===== config.mk =====
export PLATFORM = sky130hd
export DESIGN_NAME = alu32_seq_ctrl
export DESIGN_NICKNAME = d
export VERILOG_FILES = /design/src/rtl/alu32_seq_pkg.sv /design/src/rtl/alu32.sv /design/src/rtl/alu32_seq_ctrl.sv
export SDC_FILE = /design/constraint.sdc
export NUM_CORES = 1
export LEC_CHECK = 0
export CORE_MARGIN = 3
export CORE_UTILIZATION = 43
export DETAILED_ROUTE_END_ITERATION = 6
export PLACE_DENSITY = 0.67
export SLEW_MARGIN = 20
export SYNTH_ARGS = -nofsm -noshare
export SYNTH_HDL_FRONTEND = slang
export SYNTH_SLANG_ARGS = --single-unit

===== constraint.sdc =====
create_clock -name clk -period 8.05 [get_ports clk]
set_input_delay 2.0125 -clock clk [delete_from_list [all_inputs] [get_ports clk]]
set_output_delay 2.0125 -clock clk [all_outputs]
set_load 0.02 [all_outputs]

===== src/rtl/alu32_seq_pkg.sv =====
// Shared types and 74181 select codes for the sequenced 64-bit ALU controller.
package alu32_seq_pkg;

  typedef enum logic [1:0] {
    ST_IDLE = 2'd0,
    ST_LO   = 2'd1,
    ST_HI   = 2'd2,
    ST_DONE = 2'd3
  } state_t;

  localparam logic [3:0] SEL_ADD = 4'b1001;  // M=0: A plus B
  localparam logic [3:0] SEL_SUB = 4'b0110;  // M=0: A minus B minus 1 (plus carry)
  localparam logic [3:0] SEL_XOR = 4'b0110;  // M=1: A xor B

endpackage


===== src/rtl/alu32.sv =====
// 32-bit 74181-style ALU: active-high data, active-low carry in/out, combinational.
module alu32 #(
  parameter int DATA_W = 32
) (
  input  logic [DATA_W-1:0] a,
  input  logic [DATA_W-1:0] b,
  input  logic              mode,
  input  logic [3:0]        sel,
  input  logic              cin_n,
  output logic [DATA_W-1:0] f,
  output logic              cout_n
);

  logic [DATA_W-1:0] t_or;
  logic [DATA_W-1:0] t_and;
  logic [DATA_W:0]   sum;

  // Arithmetic is t_or + t_and + carry; logic mode is the xnor of the same terms inverted.
  always_comb begin
    t_or   = a | (b & {DATA_W{sel[0]}}) | (~b & {DATA_W{sel[1]}});
    t_and  = (a & ~b & {DATA_W{sel[2]}}) | (a & b & {DATA_W{sel[3]}});
    sum    = {1'b0, t_or} + {1'b0, t_and} + {{DATA_W{1'b0}}, ~cin_n};
    f      = sum[DATA_W-1:0];
    cout_n = ~sum[DATA_W];
    if (mode) begin
      f      = ~(t_or ^ t_and);
      cout_n = 1'b1;
    end
  end

endmodule


===== src/rtl/alu32_seq_ctrl.sv =====
// Runs 64-bit (two-pass) or 32-bit (one-pass) ops through a single alu32, valid/ready on both sides.
module alu32_seq_ctrl
  import alu32_seq_pkg::*;
#(
  parameter int CNT_W = 16
) (
  input  logic             clk,
  input  logic             rst_n,
  input  logic             req_valid,
  output logic             req_ready,
  input  logic [63:0]      req_a,
  input  logic [63:0]      req_b,
  input  logic             req_mode,
  input  logic [3:0]       req_sel,
  input  logic             req_cin_n,
  input  logic             req_wide,
  output logic             resp_valid,
  input  logic             resp_ready,
  output logic [63:0]      resp_result,
  output logic             resp_cout_n,
  output logic             busy,
  output logic [CNT_W-1:0] op_count
);

  localparam logic [CNT_W-1:0] CNT_MAX = '1;

  state_t state, state_nxt;

  logic [63:0] a_p0, b_p0;
  logic        mode_p0, cin_n_p0, wide_p0;
  logic [3:0]  sel_p0;
  logic [31:0] lo_res_p1, hi_res_p2;
  logic        lo_cout_n_p1, hi_cout_n_p2;

  logic [31:0] alu_a, alu_b, alu_f;
  logic        alu_cin_n, alu_cout_n;
  logic        accept;

  assign accept = req_valid & req_ready;

  always_ff @(posedge clk) begin
    if (!rst_n) state <= ST_IDLE;
    else        state <= state_nxt;
  end

  always_comb begin
    state_nxt = state;
    case (state)
      ST_IDLE: if (req_valid)                state_nxt = ST_LO;
      ST_LO:                                 state_nxt = wide_p0 ? ST_HI : ST_DONE;
      ST_HI:                                 state_nxt = ST_DONE;
      ST_DONE: if (resp_valid && resp_ready) state_nxt = ST_IDLE;
      default:                               state_nxt = ST_IDLE;
    endcase
  end

  always_comb begin
    req_ready = (state == ST_IDLE);
    busy      = (state != ST_IDLE);
    alu_a     = a_p0[31:0];
    alu_b     = b_p0[31:0];
    alu_cin_n = cin_n_p0;
    if (state == ST_HI) begin
      alu_a     = a_p0[63:32];
      alu_b     = b_p0[63:32];
      alu_cin_n = lo_cout_n_p1;
    end
  end

  alu32 #(.DATA_W(32)) u_alu (
    .a      (alu_a),
    .b      (alu_b),
    .mode   (mode_p0),
    .sel    (sel_p0),
    .cin_n  (alu_cin_n),
    .f      (alu_f),
    .cout_n (alu_cout_n)
  );

  // p0: request latch, p1: low-half pass, p2: high-half pass
  always_ff @(posedge clk) begin
    if (accept) begin
      a_p0     <= req_a;
      b_p0     <= req_b;
      mode_p0  <= req_mode;
      sel_p0   <= req_sel;
      cin_n_p0 <= req_cin_n;
      wide_p0  <= req_wide;
    end
    if (state == ST_LO) begin
      lo_res_p1    <= alu_f;
      lo_cout_n_p1 <= alu_cout_n;
    end
    if (state == ST_HI) begin
      hi_res_p2    <= alu_f;
      hi_cout_n_p2 <= alu_cout_n;
    end
  end

  // First DONE cycle assembles the response; it then holds until the consumer takes it.
  always_ff @(posedge clk) begin
    if (!rst_n) begin
      resp_valid  <= 1'b0;
      resp_result <= '0;
      resp_cout_n <= 1'b1;
      op_count    <= '0;
    end else if (state == ST_DONE) begin
      if (!resp_valid) begin
        resp_valid  <= 1'b1;
        resp_result <= wide_p0 ? {hi_res_p2, lo_res_p1} : {32'd0, lo_res_p1};
        resp_cout_n <= mode_p0 | (wide_p0 ? hi_cout_n_p2 : lo_cout_n_p1);
      end else if (resp_ready) begin
        resp_valid <= 1'b0;
        if (op_count != CNT_MAX) op_count <= op_count + 1'b1;
      end
    end
  end

endmodule


* Yosys cells after proc, flatten, opt, wreduce, memory -nomap -nowiden
Index checks and enable logic that the tools add are counted.
** Storage, ports and cells
- Flip-flop bits (word level) :: 285
- Bits in latches :: 0
- Memory bits (writable) :: 0
- ROM bits :: 0
- Input port bits :: 139
- Output and inout port bits :: 84
- Memories kept :: 0
** Cells by class
- Add/subtract/negate cells :: 3
- Multiply operators :: 0
- Divide/modulo/power cells :: 0
- $lt $le $gt $ge :: 0
- Equality and inequality tests :: 6
- Shifts and indexed selects :: 0
- Multiplexer cells :: 13
- Bitwise gates (word level) :: 17
- Reduce and logical (&&, ||, !) cells :: 6
** Operator list (number)
- 32-bit bitwise AND :: 6
- 32-bit 2-to-1 mux :: 3
- 32-bit bitwise OR :: 3
- 64-bit 2-to-1 mux :: 1
- 32-bit inverter :: 2
- 32-bit by 32-bit adder with 33-bit output :: 1
- 33-bit by 1-bit adder with 33-bit output :: 1
- 32-bit XOR :: 1
- 16-bit by 1-bit adder with 16-bit output, second input constant :: 1
- 16-bit != test, second input constant :: 1
- 2-bit case mux with 4 select lines :: 1
- 1-bit 2-to-1 mux :: 6
- 2-bit == test, second input constant :: 2
- 2-bit 2-to-1 mux :: 2
- 2-bit != test, second input constant :: 2
- 2-bit AND reduction :: 2
- 4-bit AND reduction :: 1
- 1-bit inverter :: 3
- 2-bit by 1-bit == test with 1-bit output, second input constant :: 1
- 2-bit zero test :: 1
- 2-bit nonzero test :: 1
- 1-bit bitwise AND :: 1
- 1-bit logical AND :: 1
- 1-bit bitwise OR :: 1

* Longest topological paths before layout
Gate-level depths: netlist (run 1).
- Depth in word-level cells :: 10
- Depth in mapped cells :: 16

* Hierarchy
From an unflattened synthesis (run 1), not the netlist that was laid out.
** Second synthesis, totals
- Cell total of the unflattened synthesis :: 1131
- Area, all modules :: 13225.2 µm²
** By module, submodules not included
- alu32_seq_ctrl :: times used 1, cells each 682, area an instance 10113.4 µm², sequential area each 7717.4 µm²
- alu32 :: times used 1, cells each 449, area an instance 3111.7 µm², sequential area each 0.0 µm²

* Least setup slack after synthesis (run 1)
Ideal clock, no wire load.
- Kind :: input to register
- From :: in req_valid
- To :: reg a_p0[0], enable pin
- Library setup time :: 0.510 ns
- Arrival :: 5.086 ns
- Path slack :: 2.455 ns
- Stages :: 1
- Path buffers :: 0
- Cell sequence :: and2_1
** Between the ends
- Word-level cells in the longest chain between the ends :: 1
** RTL lines
- start: declaration :: line alu32_seq_ctrl.sv:9 : input logic req_valid,
- 1-bit bitwise AND :: line alu32_seq_ctrl.sv:39 : assign accept = req_valid & req_ready;
- end signal: assignment :: line alu32_seq_ctrl.sv:83 : a_p0 <= req_a;
- end: declaration :: line alu32_seq_ctrl.sv:29 : logic [63:0] a_p0, b_p0;
Every way passes these cells.
A chain may end at the register's enable or synchronous reset.

* Worst setup path after layout (run 1)
- From :: reg state[0]
- To :: reg hi_res_p2[22], data pin
** Between the ends
- Word-level cells in the longest chain between the ends :: 9
- Elaborated cells on any way between the ends :: 20
- Classes of those cells :: add/sub: 2; eq/ne: 1; mux: 4; bitwise: 13
** RTL lines
- start: declaration :: line alu32_seq_ctrl.sv:27 : state_t state, state_nxt;
- start signal: assignment :: line alu32_seq_ctrl.sv:43 : else state <= state_nxt;
- 2-bit == test (*) :: line alu32_seq_ctrl.sv:63 : if (state == ST_HI) begin
- 32-bit 2-to-1 mux :: line alu32_seq_ctrl.sv:63
- 32-bit inverter :: line alu32.sv:20, alu32.sv:21
- 32-bit bitwise AND (2 in series) :: line alu32.sv:21 : t_and = (a & ~b & {DATA_W{sel[2]}}) | (a & b & {DATA_W{sel[3]}});
- 32-bit bitwise OR :: line alu32.sv:21
- 32-bit by 32-bit adder with 33-bit output or 32-bit XOR (tied branches) :: line alu32.sv:22, alu32.sv:26
- 33-bit by 1-bit adder with 33-bit output or 32-bit inverter (tied branches) :: line alu32.sv:22, alu32.sv:26
- 32-bit 2-to-1 mux (*) :: line alu32.sv:25 : if (mode) begin
- via alu_f[22] :: line alu32_seq_ctrl.sv:35 : logic [31:0] alu_a, alu_b, alu_f;
- end signal: assignment :: line alu32_seq_ctrl.sv:95 : hi_res_p2 <= alu_f;
- end: declaration :: line alu32_seq_ctrl.sv:32 : logic [31:0] lo_res_p1, hi_res_p2;
The timed path passes the listed nets; every way through them passes the cells marked *.

==> flow_summary_export.csv, run 1 <==
group,metric,value,unit
outcome,outcome,"complete, no violations",
global_routing,grt_max_degree,98,
clocking,cts.sinks,285,
clocking,clockBufferDepth,3,
clocking,cts_buffers,30,
final_layout,area_delta_synth_final,27.3,%
die,die_height,179,um
timing,skew,7.58,ps
placement,gp_congestion,0.899,
global_routing,grt_pass1_vias,8961,
detailed_routing,firstDrtPassIters,5,
final_layout,final_nets,1495,
die,rows,62,
worst_hold_path,holdPathEnd,"resp_result[45]$_SDFFE_PN0P_",
timing,hold_violations,0,
timing,rsz0062_at_grt,"no",
clocking,tritoncts,"built",
critical_path,end_kind,"register",
synth,synth_warnings,0,
critical_path,cp_top_family,"adder cells",
detailed_routing,vias,9095,
synth,synthDistinctLibCells,61,
placement,io_buffers,222,
synth,synthCells,1110,
die,dieArea,0.0322,mm2
critical_path,path_cells,"inv_1, ha_4, buf_4, mux2i_1, mux2i_1, nor2_1, ha_1, a21oi_1, o21ai_1, nor3_1, nor2_1, a311oi_1, xnor2_1",
global_routing,grt_antenna_before_repair,1,
critical_path,r2r-end,"hi_res_p2[22]$_DFFE_PP_",
detailed_routing,vias_per_cell,5.27,
global_routing,grt-ovfl-total,0,
die,ioPinCount,223,
critical_path,cp.required,8320,ps
clocking,htreeDepth,1,
synth,ys_async_sr_fraction,0,
critical_path,crit_path_top_delay_cell,"buf_4",
critical_path,cp.arrival,5000,ps
timing,drv_slew,0,
timing,finalCritPeriodShare,0.588,
global_routing,grt_pass1_wl,47.6,mm
detailed_routing,drc,0,
final_layout,fin_util,0.564,
synth,yosys.area.top_type,"edfxtp_1",
placement,placed_cells,1669,
critical_path,reg2reg_depth,13,
critical_path,reg2reg_from,"state[0]$_SDFFE_PN0P_",
power_and_ir_drop,p_leak,0.00584,uW
timing,worst_slew_pin_slew,879,ps
clocking,cts_hold_buffers,0,
placement,pre_cts_ws,3290,ps
timing,fin_crit,4740,ps
synth,ys_top_cells_by_area,"edfxtp_1 47%, dfxtp_1 13%, mux2i_1 10%, nand2_1 4.8%, a21oi_1 3.6%",
global_routing,grt_util_all_layers,0.184,
synth,ys_ff_latch,285,
synth,netlist.area_leader.share,0.467,
critical_path,r2r_setup_slack,3310,ps
critical_path,critPathMaxFanout,51,
final_layout,drive_above_1_share,0.0515,
clocking,post_cts_resized,0,
timing,setup_tns,0,ps
die,initial_core_util,0.443,
clocking,cts_setup_buffers,0,
worst_hold_path,min_from,"resp_result[45]$_SDFFE_PN0P_",
synth,synthesis.area,0.0129,mm2
worst_hold_path,worstHoldPathCells,2,
synth,synth_top_flop_cell,"edfxtp_1",
detailed_routing,antenna_left,0,
power_and_ir_drop,powerDensity,341,mW/mm2
detailed_routing,drt_iter0_drc,528,
clocking,clock_tree.root_cell,"clkbuf_16",
detailed_routing,routedWlPerCell,17.5,um
flow_run,drv_cap,0,
die,chipWidth,179,um
critical_path,crit_cells,13,
clocking,clock_latency,540,ps
clocking,clk_pin_slew,60,ps
critical_path,worstSetupPathType,"reg2reg",
placement,post-dp-hpwl,21.4,mm
critical_path,cpPeakStageDelay,780,ps
power_and_ir_drop,vdd_drop_max,0.177,mV
timing,fmaxAchievable,211,MHz
synth,synth_common_cells,"201 x edfxtp_1, 165 x nand2_1, 133 x mux2i_1",
synth,syn_area_per_cell,11.6,um2
final_layout,fin_cells,1726,
timing,slew_headroom,0.414,
die,core_area,0.0292,mm2
timing,setup_viol,0,
synth,syn_nets,1288,
synth,synth_most_common_cell,"edfxtp_1",
synth,synth-seq-area-share,0.597,
power_and_ir_drop,p_total,5610,uW
critical_path,crit_buf_inv,2,
detailed_routing,wl,30.2,mm
timing,fin_ws,3310,ps
synth,synth_edf_count,201,
worst_hold_path,worstHoldPathType,"reg2reg",
critical_path,critPathLaunchType,"register",
==> placed cells by master (no fill, tap or decap), drive strengths merged, types with 3 or more instances in the layout <==
master	synthesis	layout
clkdlybuf4s50	0	222
edfxtp	201	201
nand2	166	166
mux2i	133	133
a21oi	95	95
dfxtp	84	84
nor2	79	79
clkbuf	40	50
nand3	48	48
ha	37	37
xnor2	27	27
o21ai	26	26
xor2	16	16
inv	13	14
a21o	12	12
nand4	12	12
a211oi	12	12
buf	19	12
and3	9	9
and2	9	9
a31oi	6	6
nor3	5	5
o31ai	5	5
clkinv	0	5
or3	4	4
o2111ai	4	4
nor2b	4	4
nand2b	4	4
and4	3	3
o21a	3	3
o211a	3	3
o21bai	3	3
nor4	3	3
a311oi	3	3
==> worst min-delay path, delay by kind of cell, from the launching register on <==
kind             cells  cell delay (ps)
flip-flops           1              310
AO/OA/AOI/OAI        1               50
AND/OR/NAND/NOR      1               50
==> power by group <==
group          internal, uW  switching, uW
clock                   763            533
combinational           803           1360
sequential             2070           87.8
==> metrics by stage <==
| stage | hold WS, ps | area, um2 |
|---|---|---|
| 3_5_place_dp | 445 | 15500 |
| 2_1_floorplan | 471 | 12900 |
| 5_1_grt | 477 | 16400 |
| 4_1_cts | 453 | 16400 |
| 6_report | 449 | 16400 |
| 3_3_place_gp | 441 | 15500 |
==> final cells by class <==
type,count,area (um2)
Inverter,13,48.8
Clock inverter,6,30.0
Sequential cell,285,7720
Multi-Input combinational cell,753,4940
Fill cell,2501,12700
Tap cell,384,480
Antenna cell,1,2.50
Clock buffer,50,908
Timing Repair Buffer,234,2320
==> metal layers <==
metal | GRT usage | up-vias | wire length [um]
met2 | 0.286 | 293 | 13300
li1 | - | 4453 | -
met4 | 0.0457 | 0 | 599
met5 | 0 | - | 0
met3 | 0.0346 | 46 | 2010
met1 | 0.268 | 4303 | 14300
==> sequential cells by signal, indices dropped and copies added, names as in the netlist, 2 cells and up <==
| name | cells |
|---|---|
| resp_result | 64 |
| sel_p0 | 4 |
| state | 2 |
| a_p0 | 64 |
| hi_res_p2 | 32 |
| b_p0 | 64 |
| lo_res_p1 | 32 |
| op_count | 16 |
==> kinds of logic (layout without fill, tap and decap cells) <==
kind of cell	Yosys count	after routing	share of synthesized area
mux	134	134	0.104
buf+inv	72	303	0.0220
xor+xnor	43	43	0.0291
fa+ha+maj	39	39	0.0389
compound gates	186	186	0.0889
other cells	0	1	0
simple gates	351	351	0.120
flops	285	285	0.597
==> worst max-delay path by stage <==
stage | from | endpoint | slack [ps]
finish | state[0]$_SDFFE_PN0P_ | hi_res_p2[22]$_DFFE_PP_ | 3310
global route | state[0]$_SDFFE_PN0P_ | hi_res_p2[28]$_DFFE_PP_ | 2920
CTS | state[0]$_SDFFE_PN0P_ | hi_res_p2[29]$_DFFE_PP_ | 3280
detailed placement | state[0]$_SDFFE_PN0P_ | hi_res_p2[29]$_DFFE_PP_ | 3290
global placement | state[0]$_SDFFE_PN0P_ | lo_res_p1[19]$_DFFE_PN_ | 3350
floorplan | req_valid | a_p0[0]$_DFFE_PP_ | 2450
No activity file was read; power rests on OpenSTA's default activity.
==> inputs of run 2 (changes only) <==
Settings changed: PLACE_DENSITY 0.67 to 0.7.
Clock period 8.05 ns to 3.95 ns, I/O delays scaled along.
==> run 2 against run 1 <==
Sequential share of layout area decreased by 0.42 points. Global-route usage increased by 0.26 points. Power increased by 110%. First-iteration DRC count increased by 14%. Via count about the same. Routed wire length increased by 1.7%. Setup slack got worse by 3100 ps. Flip-flop and latch count unchanged. Design area increased by 0.91%. Critical endpoint is now hi_res_p2[25]$_DFFE_PP_. Largest cell class unchanged.
==> flow_summary_export.csv, run 2 (same netlist as run 1, synthesis figures left out) <==
group,metric,value,unit
clocking,cts.sinks,285,
die,chipWidth,179,um
final_layout,area_delta_synth_final,28.4,%
clocking,clk_pin_slew,60,ps
clocking,cts_buffers,29,
worst_hold_path,worstHoldPathType,"reg2reg",
detailed_routing,drt_iter0_drc,604,
detailed_routing,vias,9097,
clocking,clock_latency,570,ps
clocking,clockBufferDepth,3,
timing,fin_crit,3740,ps
power_and_ir_drop,p_total,11600,uW
die,dieArea,0.0322,mm2
clocking,cts_setup_buffers,0,
detailed_routing,firstDrtPassIters,6,
die,core_area,0.0292,mm2
timing,finalCritPeriodShare,0.946,
placement,placed_cells,1684,
final_layout,fin_cells,1739,
detailed_routing,wl,30.7,mm
outcome,outcome,"complete, no violations",
critical_path,cp.arrival,4100,ps
timing,setup_viol,0,
critical_path,cpPeakStageDelay,460,ps
die,ioPinCount,223,
global_routing,grt_antenna_before_repair,0,
power_and_ir_drop,vdd_drop_max,0.333,mV
detailed_routing,routedWlPerCell,17.7,um
clocking,clock_tree.root_cell,"clkbuf_16",
timing,setup_tns,0,ps
timing,skew,14.6,ps
global_routing,grt_util_all_layers,0.187,
flow_run,drv_cap,0,
global_routing,grt_pass1_wl,48.0,mm
placement,post-dp-hpwl,22.1,mm
die,rows,62,
power_and_ir_drop,p_leak,0.00592,uW
timing,worst_slew_pin_slew,924,ps
detailed_routing,drc,0,
critical_path,worstSetupPathType,"reg2reg",
critical_path,critPathLaunchType,"register",
clocking,htreeDepth,1,
final_layout,final_cell_mix,"222 x clkdlybuf4s50_1, 201 x edfxtp_1, 165 x nand2_1, 128 x mux2i_1, 93 x a21oi_1",
timing,rsz0062_at_grt,"no",
die,die_height,179,um
critical_path,path_common_cell,"mux2i_1",
die,initial_core_util,0.443,
global_routing,grt_max_degree,73,
final_layout,final_common_cell,"clkdlybuf4s50_1",
critical_path,end_kind,"register",
critical_path,path_cells,"inv_1, ha_4, buf_16, mux2i_1, mux2i_1, nand2_1, ha_1, and4_1, o2111ai_1, a31oi_1, o21bai_1, a41oi_1, xor2_1",
global_routing,grt_pass1_vias,8707,
final_layout,drive_above_1_share,0.0708,
timing,slew_headroom,0.384,
timing,hold_violations,0,
placement,gp_congestion,0.887,
timing,fmaxAchievable,268,MHz
final_layout,largestRegisters,"a_p0: 64 flops, b_p0: 64 flops, resp_result: 64 flops",
critical_path,critPathMaxFanout,21,
placement,io_buffers,222,
global_routing,grt-ovfl-total,0,
critical_path,crit_path_top_delay_cell,"ha_1",
final_layout,final_nets,1510,
clocking,cts_hold_buffers,0,
detailed_routing,vias_per_cell,5.23,
final_layout,n_antenna_cell,0,
timing,drv_slew,0,
detailed_routing,antenna_left,0,
power_and_ir_drop,powerDensity,696,mW/mm2
clocking,post_cts_resized,0,
critical_path,cp.required,4320,ps
clocking,tritoncts,"built",
[run 2: area by class of cell]
type	count	area, um2
clock buffers	35	748
clock inverters	19	139
fillers	2480	12600
inverters	13	48.8
multi-input cells	753	4970
flip-flops and latches	285	7720
well taps	384	480
repair buffers	250	2490
[run 2: final timing paths]
kind / start / to / slack [ps] / cells after the start
max: state[0]$_SDFFE_PN0P_ / hi_res_p2[25]$_DFFE_PP_ / 210 / 13
min: resp_result[63]$_SDFFE_PN0P_ / resp_result[63]$_SDFFE_PN0P_ / 450 / 2
max reg2reg: state[0]$_SDFFE_PN0P_ / hi_res_p2[25]$_DFFE_PP_ / 210 / 13
min reg2reg: resp_result[63]$_SDFFE_PN0P_ / resp_result[63]$_SDFFE_PN0P_ / 450 / 2
[run 2: power by group]
group / internal [uW] / switching [uW]
Combinational: 1770 / 2800
Sequential: 4200 / 211
Clock: 1420 / 1140
Total: 7400 / 4160
[run 2: layer usage]
metal | up-vias | track usage | wire length [um]
li1 | 4491 | - | -
met1 | 4260 | 0.286 | 14800
met2 | 307 | 0.279 | 13200
met3 | 39 | 0.0337 | 2150
met4 | 0 | 0.0374 | 548
met5 | - | 0 | 0
[run 2: metrics by stage]
step / hold slack, ps / worst slack (ps) / instance area [um2] / utilization
final: 450 / 213 / 16600 / 0.569
after global routing: 471 / 6.36 / 16600 / 0.569
after detailed placement: 446 / 124 / 15600 / 0.536
after floorplan: 471 / 165 / 12900 / -
after global placement: 439 / 175 / 15600 / 0.536
after CTS: 454 / 92.9 / 16500 / 0.567
[run 2: worst max-delay path: cells and delay by family (launching register included)]
| kind | cells | cell delay [ps] |
|---|---|---|
| fa+ha+maj | 2 | 730 |
| simple gates | 2 | 340 |
| xor+xnor | 1 | 270 |
| mux | 2 | 640 |
| buf+inv | 2 | 380 |
| flops | 1 | 330 |
| compound gates | 4 | 820 |
